**config.mk**
```make
export PLATFORM = sky130hd
export DESIGN_NAME = tx_byte_serializer
export DESIGN_NICKNAME = d
export VERILOG_FILES = /design/src/rtl/tx_pkg.sv /design/src/rtl/tx_byte_fifo.sv /design/src/rtl/tx_byte_serializer.sv
export SDC_FILE = /design/constraint.sdc
export NUM_CORES = 1
export LEC_CHECK = 0
export BUFFER_PORTS_ARGS = -buffer_cell sky130_fd_sc_hd__buf_2
export CORE_MARGIN = 3
export CORE_UTILIZATION = 45
export CTS_CLUSTER_DIAMETER = 50
export DETAILED_ROUTE_END_ITERATION = 8
export PLACE_DENSITY = 0.66
export SLEW_MARGIN = 40
export SYNTH_ARGS = -nofsm -noshare
export SYNTH_HDL_FRONTEND = slang
export SYNTH_SLANG_ARGS = --single-unit
```
**constraint.sdc**
```tcl
create_clock -name i_clk -period 2.66 [get_ports i_clk]
set_input_delay 0.133 -clock i_clk [delete_from_list [all_inputs] [get_ports i_clk]]
set_output_delay 0.133 -clock i_clk [all_outputs]
set_load 0.05 [all_outputs]
```
**src/rtl/tx_pkg.sv**
```systemverilog
// rtl/tx_pkg.sv - shared types and frame width for the transmit path
package tx_pkg;

    typedef enum logic [1:0] {
        IDLE  = 2'd0,
        START = 2'd1,
        SHIFT = 2'd2
    } ser_state_t;

    localparam int TX_DATA_W = 8;

endpackage

```
**src/rtl/tx_byte_fifo.sv**
```systemverilog
// rtl/tx_byte_fifo.sv - byte queue with occupancy count and sticky overflow flag
module tx_byte_fifo #(
    parameter int DEPTH  = 4,
    parameter int DATA_W = 8
) (
    input  logic                       i_clk,
    input  logic                       i_nrst,
    input  logic                       i_wr_en,
    input  logic [DATA_W-1:0]          i_wr_data,
    input  logic                       i_pop,
    output logic [DATA_W-1:0]          o_rd_data,
    output logic [$clog2(DEPTH):0]     o_count,
    output logic                       o_full,
    output logic                       o_empty,
    output logic                       o_overflow
);

    localparam int AW = $clog2(DEPTH);
    localparam int CW = AW + 1;

    logic [DATA_W-1:0] r_mem [DEPTH];
    logic [AW-1:0]     r_wr_ptr;
    logic [AW-1:0]     r_rd_ptr;
    logic [CW-1:0]     r_count;
    logic              r_overflow;

    logic w_full;
    logic w_empty;
    logic w_push;
    logic w_pop;

    // Full is judged on pre-edge occupancy, so a same-cycle pop never frees room for a write.
    assign w_full  = (r_count == CW'(DEPTH));
    assign w_empty = (r_count == '0);
    assign w_push  = i_wr_en && !w_full;
    assign w_pop   = i_pop && !w_empty;

    always_ff @(posedge i_clk) begin
        if (w_push) begin
            r_mem[r_wr_ptr] <= i_wr_data;
        end
    end

    always_ff @(posedge i_clk or negedge i_nrst) begin
        if (!i_nrst) begin
            r_wr_ptr   <= '0;
            r_rd_ptr   <= '0;
            r_count    <= '0;
            r_overflow <= 1'b0;
        end else begin
            if (w_push) begin
                r_wr_ptr <= r_wr_ptr + AW'(1);
            end
            if (w_pop) begin
                r_rd_ptr <= r_rd_ptr + AW'(1);
            end
            if (w_push && !w_pop) begin
                r_count <= r_count + CW'(1);
            end else if (!w_push && w_pop) begin
                r_count <= r_count - CW'(1);
            end
            if (i_wr_en && w_full) begin
                r_overflow <= 1'b1;
            end
        end
    end

    assign o_rd_data  = r_mem[r_rd_ptr];
    assign o_count    = r_count;
    assign o_full     = w_full;
    assign o_empty    = w_empty;
    assign o_overflow = r_overflow;

endmodule

```
**src/rtl/tx_byte_serializer.sv**
```systemverilog
// rtl/tx_byte_serializer.sv - buffers bytes and shifts each out MSB-first behind a start pulse
module tx_byte_serializer
    import tx_pkg::*;
#(
    parameter int DEPTH  = 4,
    parameter int DATA_W = TX_DATA_W
) (
    input  logic                       i_clk,
    input  logic                       i_nrst,
    input  logic                       i_wr_en,
    input  logic [DATA_W-1:0]          i_wr_data,
    output logic                       o_full,
    output logic [$clog2(DEPTH):0]     o_count,
    output logic                       o_overflow,
    input  logic                       i_transmit_ready,
    output logic                       o_tx_ctrl,
    output logic                       o_bit_out,
    output logic                       o_ready_signal
);

    localparam int BW = (DATA_W > 1) ? $clog2(DATA_W) : 1;

    ser_state_t        r_state;
    ser_state_t        w_state_nxt;
    logic [DATA_W-1:0] r_shreg;
    logic [DATA_W-1:0] w_shreg_nxt;
    logic [BW-1:0]     r_bitcnt;
    logic [BW-1:0]     w_bitcnt_nxt;
    logic              r_tx_ctrl;
    logic              r_bit_out;
    logic              r_ready_signal;

    logic              w_pop;
    logic              w_empty;
    logic [DATA_W-1:0] w_head;

    tx_byte_fifo #(
        .DEPTH  (DEPTH),
        .DATA_W (DATA_W)
    ) u_fifo (
        .i_clk      (i_clk),
        .i_nrst     (i_nrst),
        .i_wr_en    (i_wr_en),
        .i_wr_data  (i_wr_data),
        .i_pop      (w_pop),
        .o_rd_data  (w_head),
        .o_count    (o_count),
        .o_full     (o_full),
        .o_empty    (w_empty),
        .o_overflow (o_overflow)
    );

    always_comb begin
        w_state_nxt  = r_state;
        w_shreg_nxt  = r_shreg;
        w_bitcnt_nxt = r_bitcnt;
        w_pop        = 1'b0;
        case (r_state)
            IDLE: begin
                if (!w_empty && i_transmit_ready) begin
                    w_pop       = 1'b1;
                    w_shreg_nxt = w_head;
                    w_state_nxt = START;
                end
            end
            START: begin
                w_bitcnt_nxt = '0;
                w_state_nxt  = SHIFT;
            end
            SHIFT: begin
                if (r_bitcnt == BW'(DATA_W - 1)) begin
                    w_state_nxt = IDLE;
                end else begin
                    w_shreg_nxt  = {r_shreg[DATA_W-2:0], 1'b0};
                    w_bitcnt_nxt = r_bitcnt + BW'(1);
                end
            end
            default: begin
                w_state_nxt = IDLE;
            end
        endcase
    end

    // Outputs are registered from the next-state values so they line up with the state they describe.
    always_ff @(posedge i_clk or negedge i_nrst) begin
        if (!i_nrst) begin
            r_state        <= IDLE;
            r_shreg        <= '0;
            r_bitcnt       <= '0;
            r_tx_ctrl      <= 1'b0;
            r_bit_out      <= 1'b0;
            r_ready_signal <= 1'b1;
        end else begin
            r_state        <= w_state_nxt;
            r_shreg        <= w_shreg_nxt;
            r_bitcnt       <= w_bitcnt_nxt;
            r_tx_ctrl      <= (w_state_nxt == START);
            r_bit_out      <= (w_state_nxt == SHIFT) && w_shreg_nxt[DATA_W-1];
            r_ready_signal <= (w_state_nxt == IDLE);
        end
    end

    assign o_tx_ctrl      = r_tx_ctrl;
    assign o_bit_out      = r_bit_out;
    assign o_ready_signal = r_ready_signal;

endmodule

```
==> results.sh <==
export IMPL_run_status="finished, final reports clean"
export IMPL_die_h_um=77.29
export IMPL_worstHoldPathType="in -> reg"
export IMPL_synthesis_yosys_warnings=0
export IMPL_setup_repair_after_global_routing_missed_its_margin="no"
export IMPL_antenna_diode_count=0
export IMPL_report_final_setup_viol=0
export IMPL_clkSlewWorstSetupHoldPaths_ns=0.10
export IMPL_critPathMaxStageDelay_ns=0.48
export IMPL_finalNetCount=178
export IMPL_worst_clock_skew_ns=0.001949
export IMPL_clkSinkCount=56
export IMPL_fmax_mhz=422.0
export IMPL_worst_slew_pin_slew_ns=0.6797
export IMPL_final_max_slew_violation_count=0
export IMPL_cts_tree="done"
export IMPL_post_synth_instance_area_um2=2287
export IMPL_detailroute_via_count=1207
export IMPL_final_period_utilization_pct=89.08
export IMPL_post_cts_resize_count=0
export IMPL_pin_count=20
export IMPL_rows=25
export IMPL_required_ns=2.89
export IMPL_ys_ff_latch=56
export IMPL_cts_root_to_sink_buffers=2
export IMPL_fillCellCount=417
export IMPL_most_frequent_cells_in_the_layout="edfxtp_1 (32), dfrtp_1 (23), buf_2 (19), inv_1 (7), ha_1 (7)"
export IMPL_ant_nets=0
export IMPL_start_kind="register"
export IMPL_crit_path_cell_trace="o31a_1, and2_1, inv_1, ha_1, inv_1, fa_1, xor2_1, nor2_1, xor2_1"
export IMPL_worstPathMaxFanout=14
export IMPL_wl_per_cell_um=15.61
export IMPL_capture_endpoint_of_the_worst_hold_path="u_fifo.r_mem[2][0]"
export IMPL_syn2layout_area_growth_pct=12.09
export IMPL_postCtsSetupBuffers=0
export IMPL_maxCapViolCount=0
export IMPL_worst_hold_path_num_cells=1
export IMPL_register_to_register_path_depth=9
export IMPL_synth_fp_nets=155
export IMPL_grt_max_degree=25
export IMPL_std_cell_core_area_um2=4817
export IMPL_wire_length_of_the_first_global_routing_pass_mm=6.141
export IMPL_initial_antenna_violation_count=0
export IMPL_holdBufCountCts=1
export IMPL_finalHoldViolCount=0
export IMPL_post_synth_num_cell_types=33
export IMPL_critical_path_arrival_ns=2.60
export IMPL_die_width_um=77.29
export IMPL_clock_latency_ns=0.30
export IMPL_min_period_ns=2.370
export IMPL_worst_hold_startpoint="i_wr_data[0]"
export IMPL_route_final_wire_length_mm=3.527
export IMPL_routabilityCongestion=0.7132
export IMPL_timing_reg2reg_setup_slack_ns=0.29
export IMPL_peakVddDrop_uv=488.8
export IMPL_critPathSlowestCell="dfrtp_1"
export IMPL_seq_area_frac_synth_pct=68.33
export IMPL_numPortBuffers=19
export IMPL_die_area_um2=5974
export IMPL_post_route_cells_drive_above_1_share_pct=25.16
export IMPL_power_per_cell_area_nw_per_um2=1164
export IMPL_route_detailed_vias_per_inst=5.341
export IMPL_first_pass_iteration_count_of_the_detailed_router=4
export IMPL_r2r_start="u_fifo.o_count[0]"
export IMPL_setup_worst_path_end_class="register"
export IMPL_cellLeakagePower_nw=1.022
export IMPL_initial_core_util_pct=47.48
export IMPL_utilization_pct=53.22
export IMPL_final_common_cell="edfxtp_1"
export IMPL_synthesis_instances=135
export IMPL_timing_slew_headroom_pct=54.59
export IMPL_cts_root_buf="clkbuf_8"
export IMPL_dpl_hpwl_mm=2.411
export IMPL_grt_pass1_vias=1227
export IMPL_drt_iter0_markers=71
export IMPL_register_area_um2=1563
export IMPL_synth_avg_cell_area_um2=16.94
export IMPL_grt_overflow_total=0
export IMPL_cts_max_level=2
export IMPL_remaining_drc_errors=0
export IMPL_worstReg2RegEnd="u_fifo.o_count[2]"
export IMPL_critPathKind="reg -> reg"
export IMPL_cts_buffers=5
export IMPL_multiInputGateArea_um2=678.2
export IMPL_grt_total_usage_pct=13.22
export IMPL_setup_tns_final_ns=0
## kinds of logic (layout without fill, tap and decap cells)
kind of cell	count (synthesis)	count (layout)	synth area share, %
buf+inv	13	37	2.516
fa+ha+maj	8	8	4.704
simple gates	25	25	6.729
flops	56	56	68.33
xor+xnor	6	6	2.298
compound gates	16	16	5.745
mux	11	11	9.683
## area by class of cell
| type | instances | share of cell area [%] |
|---|---|---|
| well taps | 67 | 3.270 |
| clock inverters | 3 | 0.9273 |
| clock buffers | 5 | 2.684 |
| repair buffers | 22 | 4.685 |
| inverters | 7 | 1.025 |
| multi-input cells | 66 | 26.45 |
| flip-flops and latches | 56 | 60.96 |
## worst max-delay path: cells and delay by family, from the launching register on
| kind | cells | cell delay [ns] |
|---|---|---|
| AOI/OAI and AO/OA | 1 | 0.47 |
| buffers and inverters | 2 | 0.15 |
| DFF | 1 | 0.48 |
| and+or+nand+nor | 2 | 0.34 |
| adders and majority gates | 2 | 0.55 |
| xor gates and xnor gates | 2 | 0.30 |
## how the worst max path moves through the flow
stage,slack (ns),depth (start not counted),end,from
after floorplan,0.08,7,u_fifo.o_count[1],u_fifo.o_count[2]
after global placement,0.38,9,u_fifo.o_count[2],u_fifo.o_count[0]
final,0.29,9,u_fifo.o_count[2],u_fifo.o_count[0]
after detailed placement,0.31,9,u_fifo.o_count[2],u_fifo.o_count[0]
after global routing,0.16,9,u_fifo.o_count[2],u_fifo.o_count[0]
after CTS,0.28,9,u_fifo.o_count[2],u_fifo.o_count[0]
## through the flow
stage / setup WS, ns / hold slack, ns / power (W) / cell area, um2 / std cells
floorplan: 0.07828 / -0.1626 / 0.002284 / 2298 / 135
global placement: 0.3785 / 0.1261 / 0.002501 / 2461 / 217
detailed placement: 0.3089 / 0.1481 / 0.002557 / 2461 / 217
CTS: 0.2820 / 0.03105 / 0.003021 / 2564 / 226
global route: 0.1618 / 0.02578 / 0.003193 / 2564 / 226
finish: 0.2905 / 0.04129 / 0.002984 / 2564 / 226
## flip-flops by register name (all words and copies together) (netlist names)
register,cells
o_bit_out,1
o_ready_signal,1
o_tx_ctrl,1
r_bitcnt,3
r_shreg,8
r_state,2
u_fifo.o_count,3
u_fifo.o_overflow,1
u_fifo.r_mem,32
u_fifo.r_rd_ptr,2
u_fifo.r_wr_ptr,2
## synthesized netlist by cell type, drive strengths merged
cell    number  share of area, %
and2         6               1.6
dfrtp       23                25
nor2b        2              0.55
a221o        6               2.6
nor4bb       1              0.44
o31ai        1              0.33
nand3        3              0.66
ha           7               3.8
mux4         8               8.2
edfxtp      32                42
a22o         2              0.77
nor3b        2              0.66
a41oi        1              0.38
a21o         1              0.33
inv          7               1.1
nor2         2              0.33
o31a         1              0.38
fa           1              0.88
mux2         3               1.5
a31oi        1              0.27
nand4        1              0.27
dfstp        1               1.1
nand2        1              0.16
a21oi        2              0.44
xor2         2              0.77
buf          2              0.71
and3         6               1.6
clkbuf       4              0.66
or3b         1              0.38
xnor2        4               1.5
o21ai        1              0.22
## routing by layer
layer | track usage [%] | vias to the layer above | wire, um | part of all wire, %
met5 | 0 | - | 0 | 0
met4 | 4.804 | 0 | 42 | 1.2
met3 | 2.817 | 4 | 105 | 3.0
met2 | 20.64 | 27 | 1740 | 49
met1 | 18.35 | 616 | 1638 | 46
li1 | - | 560 | - | -
## power breakdown
group | internal [W] | leakage, nW | switching [W] | total, W
clock | 0.000187 | 0.0404 | 0.000270 | 0.000457
combinational | 0.000494 | 0.397 | 0.000608 | 0.00110
sequential | 0.00121 | 0.585 | 0.000216 | 0.00143
total | 0.00189 | 1.02 | 0.00109 | 0.00298
(Power assumes the default switching activity.)
